<file path="config.mk">
export PLATFORM = sky130hd
export DESIGN_NAME = div_unit_flat
export DESIGN_NICKNAME = d
export VERILOG_FILES = /design/src/rtl/div_unit_if.sv /design/src/rtl/div_unit.sv /design/src/flat_wrapper.sv
export SDC_FILE = /design/constraint.sdc
export NUM_CORES = 1
export LEC_CHECK = 0
export ABC_AREA = 1
export BUFFER_PORTS_ARGS = -buffer_cell sky130_fd_sc_hd__clkbuf_2
export CORE_MARGIN = 2
export CORE_UTILIZATION = 50
export CTS_BUF_LIST = sky130_fd_sc_hd__clkbuf_2
export DETAILED_ROUTE_END_ITERATION = 7
export PLACE_DENSITY = 0.69
export SYNTH_ARGS = -nofsm -noshare
export SYNTH_HDL_FRONTEND = slang
export SYNTH_SLANG_ARGS = --single-unit
</file>
<file path="constraint.sdc">
create_clock -name clk -period 3.7 [get_ports clk]
set_input_delay 0.74 -clock clk [delete_from_list [all_inputs] [get_ports clk]]
set_output_delay 0.74 -clock clk [all_outputs]
set_load 0.01 [all_outputs]
</file>
<file path="src/rtl/div_unit_if.sv">
// div_unit_if: EX->divider request and divider->MEM response bundle.
// master: request side (req_valid, src1, src2, div_op, cancel, resp_ready)
// slave : divider side (req_ready, resp_valid, result, busy)
interface div_unit_if #(parameter int WIDTH = 32);
  logic             req_valid;
  logic             req_ready;
  logic [WIDTH-1:0] src1;
  logic [WIDTH-1:0] src2;
  logic [3:0]       div_op;
  logic             cancel;
  logic             resp_valid;
  logic             resp_ready;
  logic [WIDTH-1:0] result;
  logic             busy;
  modport master (
    output req_valid, src1, src2, div_op, cancel, resp_ready,
    input  req_ready, resp_valid, result, busy
  );
  modport slave (
    input  req_valid, src1, src2, div_op, cancel, resp_ready,
    output req_ready, resp_valid, result, busy
  );
endinterface

</file>
<file path="src/rtl/div_unit.sv">
// div_unit: iterative radix-2 restoring divider (div.w/mod.w/div.wu/mod.wu).
// Ports: clk (rising edge), resetn (async active-low), bus (div_unit_if.slave:
//   req_valid/req_ready/src1/src2/div_op/cancel in, resp_valid/resp_ready/result/busy).
// Optional macro DIV_EARLY_OUT_EN: divide-by-zero or |src1| < |src2| skips the
//   iterations and completes one cycle after the handshake; results are identical.
module div_unit #(
  parameter int WIDTH = 32
) (
  input logic       clk,
  input logic       resetn,
  div_unit_if.slave bus
);
  localparam int CW = $clog2(WIDTH);
  typedef enum logic [1:0] {IDLE, CALC, DONE} state_t;
  state_t           r_state, w_next;
  logic [CW-1:0]    r_cnt;
  logic [WIDTH-1:0] r_rem, r_quo, r_dvs;
  logic             r_qsign, r_rsign, r_mod, r_skip;
  logic             w_fire, w_signed, w_mod, w_s1, w_s2, w_early;
  logic [WIDTH-1:0] w_a, w_b, w_quo, w_rem;
  logic [WIDTH:0]   w_shift, w_diff;
  assign w_fire   = bus.req_valid && bus.req_ready;
  assign w_signed = |(bus.div_op & 4'b0011);
  assign w_mod    = |(bus.div_op & 4'b1010);
  assign w_s1     = w_signed & bus.src1[WIDTH-1];
  assign w_s2     = w_signed & bus.src2[WIDTH-1];
  assign w_a      = w_s1 ? -bus.src1 : bus.src1;
  assign w_b      = w_s2 ? -bus.src2 : bus.src2;
`ifdef DIV_EARLY_OUT_EN
  assign w_early  = (w_b == '0) || (w_a < w_b);
`else
  assign w_early  = 1'b0;
`endif
  // r_quo starts as the dividend and shifts out MSB-first while quotient bits shift in
  assign w_shift  = {r_rem, r_quo[WIDTH-1]};
  assign w_diff   = w_shift - {1'b0, r_dvs};
  assign w_quo    = r_qsign ? -r_quo : r_quo;
  assign w_rem    = r_rsign ? -r_rem : r_rem;
  assign bus.req_ready  = resetn && (r_state == IDLE) && !bus.cancel;
  assign bus.resp_valid = (r_state == DONE);
  assign bus.busy       = (r_state != IDLE);
  assign bus.result     = bus.resp_valid ? (r_mod ? w_rem : w_quo) : '0;
  always_ff @(posedge clk or negedge resetn)
    if (!resetn) r_state <= IDLE;
    else         r_state <= w_next;
  always_comb begin
    w_next = r_state;
    case (r_state)
      IDLE:    w_next = w_fire ? CALC : IDLE;
      CALC:    w_next = bus.cancel ? IDLE : (r_cnt == CW'(WIDTH - 1)) ? DONE : CALC;
      DONE:    w_next = (bus.cancel || bus.resp_ready) ? IDLE : DONE;
      default: w_next = IDLE;
    endcase
  end
  always_ff @(posedge clk or negedge resetn) begin
    if (!resetn) begin
      r_cnt   <= '0;
      r_rem   <= '0;
      r_quo   <= '0;
      r_dvs   <= '0;
      r_qsign <= 1'b0;
      r_rsign <= 1'b0;
      r_mod   <= 1'b0;
      r_skip  <= 1'b0;
    end else if (w_fire) begin
      // early-out preloads the final magnitudes and jumps the counter to its last step
      r_cnt   <= w_early ? CW'(WIDTH - 1) : '0;
      r_rem   <= w_early ? w_a : '0;
      r_quo   <= w_early ? ((w_b == '0) ? '1 : '0) : w_a;
      r_dvs   <= w_b;
      // divide by zero keeps the all-ones quotient unsigned-looking for signed ops too
      r_qsign <= (w_s1 ^ w_s2) && (w_b != '0);
      r_rsign <= w_s1;
      r_mod   <= w_mod;
      r_skip  <= w_early;
    end else if (r_state == CALC) begin
      r_cnt <= r_cnt + 1'b1;
      if (!r_skip) begin
        r_rem <= w_diff[WIDTH] ? w_shift[WIDTH-1:0] : w_diff[WIDTH-1:0];
        r_quo <= {r_quo[WIDTH-2:0], ~w_diff[WIDTH]};
      end
    end
  end
endmodule

</file>
<file path="src/flat_wrapper.sv">
// flat-port wrapper written by rule: the top's interface ports become plain ports
module div_unit_flat 
#(
  parameter int WIDTH = 32
)
  (clk, resetn, bus_req_valid, bus_src1, bus_src2, bus_div_op, bus_cancel, bus_resp_ready, bus_req_ready, bus_resp_valid, bus_result, bus_busy);
  div_unit_if #(.WIDTH(WIDTH)) bus_i ();
  input logic clk;
  input logic resetn;
  input wire logic [$bits(bus_i.req_valid)-1:0] bus_req_valid;
  input wire logic [$bits(bus_i.src1)-1:0] bus_src1;
  input wire logic [$bits(bus_i.src2)-1:0] bus_src2;
  input wire logic [$bits(bus_i.div_op)-1:0] bus_div_op;
  input wire logic [$bits(bus_i.cancel)-1:0] bus_cancel;
  input wire logic [$bits(bus_i.resp_ready)-1:0] bus_resp_ready;
  output wire logic [$bits(bus_i.req_ready)-1:0] bus_req_ready;
  output wire logic [$bits(bus_i.resp_valid)-1:0] bus_resp_valid;
  output wire logic [$bits(bus_i.result)-1:0] bus_result;
  output wire logic [$bits(bus_i.busy)-1:0] bus_busy;
  assign bus_i.req_valid = bus_req_valid;
  assign bus_i.src1 = bus_src1;
  assign bus_i.src2 = bus_src2;
  assign bus_i.div_op = bus_div_op;
  assign bus_i.cancel = bus_cancel;
  assign bus_i.resp_ready = bus_resp_ready;
  assign bus_req_ready = bus_i.req_ready;
  assign bus_resp_valid = bus_i.resp_valid;
  assign bus_result = bus_i.result;
  assign bus_busy = bus_i.busy;
  div_unit #(.WIDTH(WIDTH)) u_core (.clk(clk), .resetn(resetn), .bus(bus_i));
endmodule
</file>
* Word-level counts from Yosys, hierarchy flattened *
Index checks and enable logic that the tools add are counted.

cells by class
  bitwise gates (word level) = 4
  equality and inequality tests = 3
  add/subtract/negate cells = 6
  muxes and demuxes = 18
  reductions and logical operators = 12

operator list
  kind                   number
  $mux W32               11
  $neg A32 Y32           4
  $sub A33 B32 Y33       1
  $reduce_bool A32 Y1    1
  $mux W5                2
  $mux W2                3
  $pmux W2 S3            1
  $add A5 B1 Y5 const B  1
  $eq A5 B5 Y1 const B   1
  $logic_and A1 B1 Y1    4
  $reduce_bool A2 Y1     2
  $reduce_or A2 Y1       2
  $and A1 B1 Y1          2
  $eq A2 B1 Y1 const B   1
  $eq A2 B2 Y1 const B   1
  $logic_not A2 Y1       1
  $logic_not A1 Y1       1
  $logic_or A1 B1 Y1     1
  $mux W1                1
  $not A1 Y1             1
  $xor A1 B1 Y1          1

word-level totals
  output and inout bits = 35
  bits of input ports = 73
  register bits after elaboration = 106
  word-level logic and storage cells = 51

* Logic depth before layout (Yosys ltp) *
  depth in word-level cells = 6
  gate-level depth with buffers = 17
  mapped depth without buffers = 17

* Least setup slack after synthesis *
OpenSTA, ideal clock, no wires.

  path kind = reg-to-output
  start point = register u_core.r_rem[0]
  end point = output bus_result[22]
  data arrival time = 1.845 ns
  setup slack = 1.115 ns
  path buffers = 0
  stages on the path, launching flop included = 15
  data required time = 2.960 ns
  cell sequence = dfrtp_1 -> inv_2 -> ha_1 -> nand2_1 -> nor3_2 -> nand2_1 -> inv_1 -> nand2_2 -> inv_2 -> nand2_1 -> o21ai_2 -> nand3_1 -> nand3_1 -> nand2_1 -> nor2_1

on the way
  longest elaborated chain between the ends = 4

ends and longest elaborated chain
  what                    RTL line            RTL
  start, declared         div_unit.sv:17      logic [WIDTH-1:0] r_rem, r_quo, r_dvs;
  start signal, assigned  div_unit.sv:68      r_rem <= w_early ? w_a : '0;
  start signal, assigned  div_unit.sv:79      r_rem <= w_diff[WIDTH] ? w_shift[WIDTH-1:0] : w_diff[WIDTH-1:0];
  $neg A32 Y32            div_unit.sv:38      assign w_rem = r_rsign ? -r_rem : r_rem;
  $mux W32                div_unit.sv:38
  $mux W32 (2 in series)  div_unit.sv:42      assign bus.result = bus.resp_valid ? (r_mod ? w_rem : w_quo) : '0;
  end, declared           flat_wrapper.sv:18  output wire logic [$bits(bus_i.result)-1:0] bus_result;

No other way between the ends.

* Worst setup path after layout *
  start point = register u_core.r_quo[0]
  end point = output bus_result[24]

on the way
  longest elaborated chain between the ends = 4

ends and longest elaborated chain
  what                    RTL line        RTL
  start, declared         div_unit.sv:17
  start signal, assigned  div_unit.sv:69  r_quo <= w_early ? ((w_b == '0) ? '1 : '0) : w_a;
  start signal, assigned  div_unit.sv:80  r_quo <= {r_quo[WIDTH-2:0], ~w_diff[WIDTH]};
  $neg A32 Y32            div_unit.sv:37  assign w_quo = r_qsign ? -r_quo : r_quo;
  $mux W32                div_unit.sv:37
  $mux W32 (2 in series)  div_unit.sv:42

No other way between the ends.

==> impl_metrics.prom <==
# TYPE chip_impl_metric gauge
chip_impl_metric{name="worst_ir_drop_vdd",unit="uV"} 276.6
chip_impl_metric{name="floorplan.die.width",unit="um"} 150.5
chip_impl_metric{name="fillers",unit=""} 2205
chip_impl_metric{name="syn-instance-count",unit=""} 1798
chip_impl_metric{name="ff2ff_setup_slack",unit="ns"} 0.73
chip_impl_metric{name="report.final.hold_viol_count",unit=""} 0
chip_impl_metric{name="cell_internal_pwr",unit="mW"} 3.417
chip_impl_metric{name="final_antenna_net_count",unit=""} 0
chip_impl_metric{name="timing.max_slew.rel_slack",unit=""} 0.4410
chip_impl_metric{name="report.final.setup_viol",unit=""} 0
chip_impl_metric{name="ioPinCount",unit=""} 108
chip_impl_metric{name="route.met2.wl",unit="mm"} 14.81
chip_impl_metric{name="power.switching_fraction",unit=""} 0.5641
chip_impl_metric{name="clkPwrFrac",unit=""} 0.069
chip_impl_metric{name="multi_input_combinational_cell_area",unit="sq mm"} 0.007133
chip_impl_metric{name="cts_hold_buf",unit=""} 0
chip_impl_metric{name="max_cap_viol_count",unit=""} 0
chip_impl_metric{name="cp_max_fo",unit=""} 5
chip_impl_metric{name="layout-area-overhead-vs-synth",unit="%"} 9.881
chip_impl_metric{name="sequentialPowerShare",unit=""} 0.258
chip_impl_metric{name="switchingPower",unit="mW"} 4.422
chip_impl_metric{name="synth_async_reset_ratio",unit=""} 1.000
chip_impl_info{name="holdCritPathClass",value="primary input to async pin"} 1
chip_impl_metric{name="place_hpwl",unit="mm"} 27.84
chip_impl_metric{name="synth.distinct_cells",unit=""} 47
chip_impl_metric{name="drt-met1-wl",unit="mm"} 16.37
chip_impl_metric{name="pwr-share-comb",unit=""} 0.673
chip_impl_metric{name="die_area",unit="sq mm"} 0.02264
chip_impl_metric{name="chipHeight",unit="um"} 150.5
chip_impl_metric{name="power.density",unit="mW/mm^2"} 665.2
chip_impl_metric{name="clock_path_buffers",unit=""} 2
chip_impl_metric{name="dr_total_vias",unit=""} 12060
chip_impl_metric{name="post_drt_via_cell_ratio",unit=""} 5.564
chip_impl_info{name="critPathLaunchType",value="flip-flop"} 1
chip_impl_metric{name="fmax",unit="MHz"} 275.0
chip_impl_metric{name="drt_first_pass_iters",unit=""} 7
chip_impl_metric{name="gp_routability_congestion",unit=""} 0.9603
chip_impl_metric{name="fin_hold_ws",unit="ns"} 0.1947
chip_impl_metric{name="post_drt_wl_per_cell",unit="um"} 16.12
chip_impl_metric{name="grt_pass1_wl",unit="mm"} 54.84
chip_impl_info{name="final_cell_mix",value="551 x sky130_fd_sc_hd__nand2_1, 207 x sky130_fd_sc_hd__nor2_1, 199 x sky130_fd_sc_hd__inv_1"} 1
chip_impl_metric{name="clk-insertion-delay-late",unit="ns"} 0.67
chip_impl_metric{name="cts_buffers",unit=""} 9
chip_impl_metric{name="sum_of_negative_setup_slack",unit="ns"} 0
chip_impl_metric{name="detailroute.wirelength.met3",unit="mm"} 2.796
chip_impl_metric{name="timing.final.crit_share",unit=""} 0.9827
chip_impl_info{name="run_status",value="completed"} 1
chip_impl_metric{name="final_net_count",unit=""} 2000
chip_impl_metric{name="p_leak",unit="nW"} 5.859
chip_impl_info{name="route.top_layer_used",value="met4"} 1
chip_impl_metric{name="critical_path_arrival",unit="ns"} 2.90
chip_impl_metric{name="antenna_found_initial",unit=""} 1
chip_impl_metric{name="r2r_cells",unit=""} 16
chip_impl_metric{name="layout.area.seq",unit="sq mm"} 0.002653
chip_impl_metric{name="route.detailed.drc",unit=""} 0
chip_impl_info{name="final_common_cell",value="sky130_fd_sc_hd__nand2_1"} 1
chip_impl_metric{name="fp-row-count",unit=""} 53
chip_impl_metric{name="syn-num-nets",unit=""} 1911
chip_impl_metric{name="worst_pin_slew",unit="ns"} 0.8333
chip_impl_metric{name="grt_max_degree",unit=""} 64
chip_impl_metric{name="first_global_vias",unit=""} 10600
chip_impl_metric{name="synth_sequential_area_ratio",unit=""} 0.2473
chip_impl_metric{name="port-buffer-count",unit=""} 106
chip_impl_metric{name="drive_gt1_frac",unit=""} 0.1200
chip_impl_info{name="cts.root.buffer_cell",value="sky130_fd_sc_hd__clkbuf_2"} 1
chip_impl_info{name="worstSetupPathType",value="flip-flop to output pin"} 1
chip_impl_metric{name="maxSlewViolCount",unit=""} 0
chip_impl_metric{name="worstPathRequired",unit="ns"} 2.96
chip_impl_metric{name="track_usage",unit=""} 0.3100
chip_impl_metric{name="syn_area_cell",unit="sq um"} 5.965
chip_impl_info{name="tritoncts",value="built"} 1
chip_impl_metric{name="yosys_register_bits",unit=""} 106
chip_impl_metric{name="timing.clock.skew",unit="ns"} 0.05367
chip_impl_metric{name="core_region_area",unit="sq mm"} 0.02102
chip_impl_metric{name="clk_transition_reported_paths",unit="ns"} 0.34
chip_impl_metric{name="overflow",unit=""} 0
chip_impl_metric{name="synth-edff-count",unit=""} 0
chip_impl_metric{name="finalWirelength",unit="mm"} 34.95
chip_impl_metric{name="synth.cell_area",unit="sq mm"} 0.01073
chip_impl_metric{name="synth.yosys.warnings",unit=""} 0
chip_impl_info{name="rsz0062_at_grt",value="true"} 1
chip_impl_metric{name="final_period_minus_worst_setup_slack",unit="ns"} 3.636
chip_impl_metric{name="htreeDepth",unit=""} 3
chip_impl_info{name="worstSetupEndpointType",value="output pin"} 1
chip_impl_metric{name="clock_sink_count",unit=""} 106
chip_impl_metric{name="total_power",unit="mW"} 7.839
chip_impl_metric{name="detail_route.iter0.violations",unit=""} 1027
chip_impl_info{name="synth_ff_type",value="sky130_fd_sc_hd__dfrtp_1"} 1
chip_impl_metric{name="initial_utilization",unit=""} 0.5102
==> layout make-up <==
class | instances | area share
sequential | 106 | 0.2251
clock inverter | 6 | 0.004353
antenna | 1 | 0.0002123
multi-input combinational | 1420 | 0.6053
tap | 275 | 0.02920
timing repair buffer | 132 | 0.06179
inverter | 218 | 0.06986
clock buffer | 10 | 0.004247
==> metrics by stage <==
stage	util	setup WS (ns)	instance area, sq um	std cells
floorplan	-	1.115	10730	1798
global placement	0.5446	0.7070	11450	2139
detailed placement	0.5446	0.6597	11450	2139
CTS	0.5509	0.006563	11580	2157
global route	0.5606	-0.05608	11790	2168
finish	0.5606	0.06418	11790	2168
==> kinds of logic after synthesis <==
kind of cell,after synthesis,synth area share
xor+xnor,34,0.02777
fa+ha+maj,40,0.04736
flops,106,0.2473
simple gates,1040,0.4146
compound gates,306,0.1622
buf+inv,272,0.1008
==> cell usage after synthesis, types with 16 or more instances <==
library cell / number / area share
sky130_fd_sc_hd__ha_1: 39 / 0.045
sky130_fd_sc_hd__nand3_1: 145 / 0.068
sky130_fd_sc_hd__o221ai_1: 17 / 0.014
sky130_fd_sc_hd__nand3b_1: 16 / 0.011
sky130_fd_sc_hd__nand4_1: 26 / 0.015
sky130_fd_sc_hd__nor2_1: 211 / 0.074
sky130_fd_sc_hd__xnor2_1: 21 / 0.017
sky130_fd_sc_hd__o21ai_0: 115 / 0.054
sky130_fd_sc_hd__inv_1: 202 / 0.071
sky130_fd_sc_hd__a21oi_1: 100 / 0.047
sky130_fd_sc_hd__dfrtp_1: 106 / 0.25
sky130_fd_sc_hd__clkbuf_1: 34 / 0.012
sky130_fd_sc_hd__nand2_1: 555 / 0.19
sky130_fd_sc_hd__nor3_1: 40 / 0.019
==> repair_timing <==
| action | in CTS | in global routing |
|---|---|---|
| setup buffers | 2 | 10 |
| pin swaps | 1 | 14 |
| setup endpoints to repair | 8 | 20 |
| gates resized for setup | 4 | 36 |
==> metal layers <==
layer  global-route usage  vias up
met5                    0        -
met4              0.09717        0
li1                     -     6067
met2               0.4532      455
met1               0.4611     5478
met3              0.05576       62
==> power by group through the flow <==
stage / clock [mW] / combinational [mW] / sequential [mW]
finish: 0.538 / 5.28 / 2.02
global route: 0.589 / 5.94 / 2.07
CTS: 0.548 / 5.04 / 2.01
detailed placement: 0 / 4.98 / 2.04
global placement: 0 / 4.91 / 2.03
floorplan: 0 / 3.94 / 1.83
==> flip-flops by register name, summed over array words and instances, names as in the netlist <==
register,flops
u_core.r_quo,32
u_core.r_qsign,1
u_core.r_mod,1
u_core.r_rem,32
u_core.r_rsign,1
u_core.r_dvs,32
u_core.r_state,2
u_core.r_cnt,5
==> worst max-delay path: stages (launching register included) <==
cell	delay (ns)
sky130_fd_sc_hd__dfrtp_1	0.46
sky130_fd_sc_hd__inv_2	0.10
sky130_fd_sc_hd__ha_2	0.22
sky130_fd_sc_hd__nand3_4	0.11
sky130_fd_sc_hd__nor2_4	0.13
sky130_fd_sc_hd__nand2_1	0.11
sky130_fd_sc_hd__nor2_4	0.14
sky130_fd_sc_hd__nand4_1	0.17
sky130_fd_sc_hd__o21ai_2	0.17
sky130_fd_sc_hd__xor2_1	0.25
sky130_fd_sc_hd__nand2_1	0.09
sky130_fd_sc_hd__nand2_1	0.08
sky130_fd_sc_hd__nor2_1	0.05
sky130_fd_sc_hd__buf_2	0.13
==> final timing paths <==
check	start	endpoint
min	resetn	u_core.r_rem[0]
max	u_core.r_quo[0]	bus_result[24]
min in group clk	bus_cancel	u_core.r_state[1]
max in group asynchronous	resetn	u_core.r_quo[26]
min reg2reg	u_core.r_cnt[2]	u_core.r_cnt[2]
max reg2reg	u_core.r_quo[31]	u_core.r_rem[30]
Note: power is estimated with default switching activity, not from simulation.
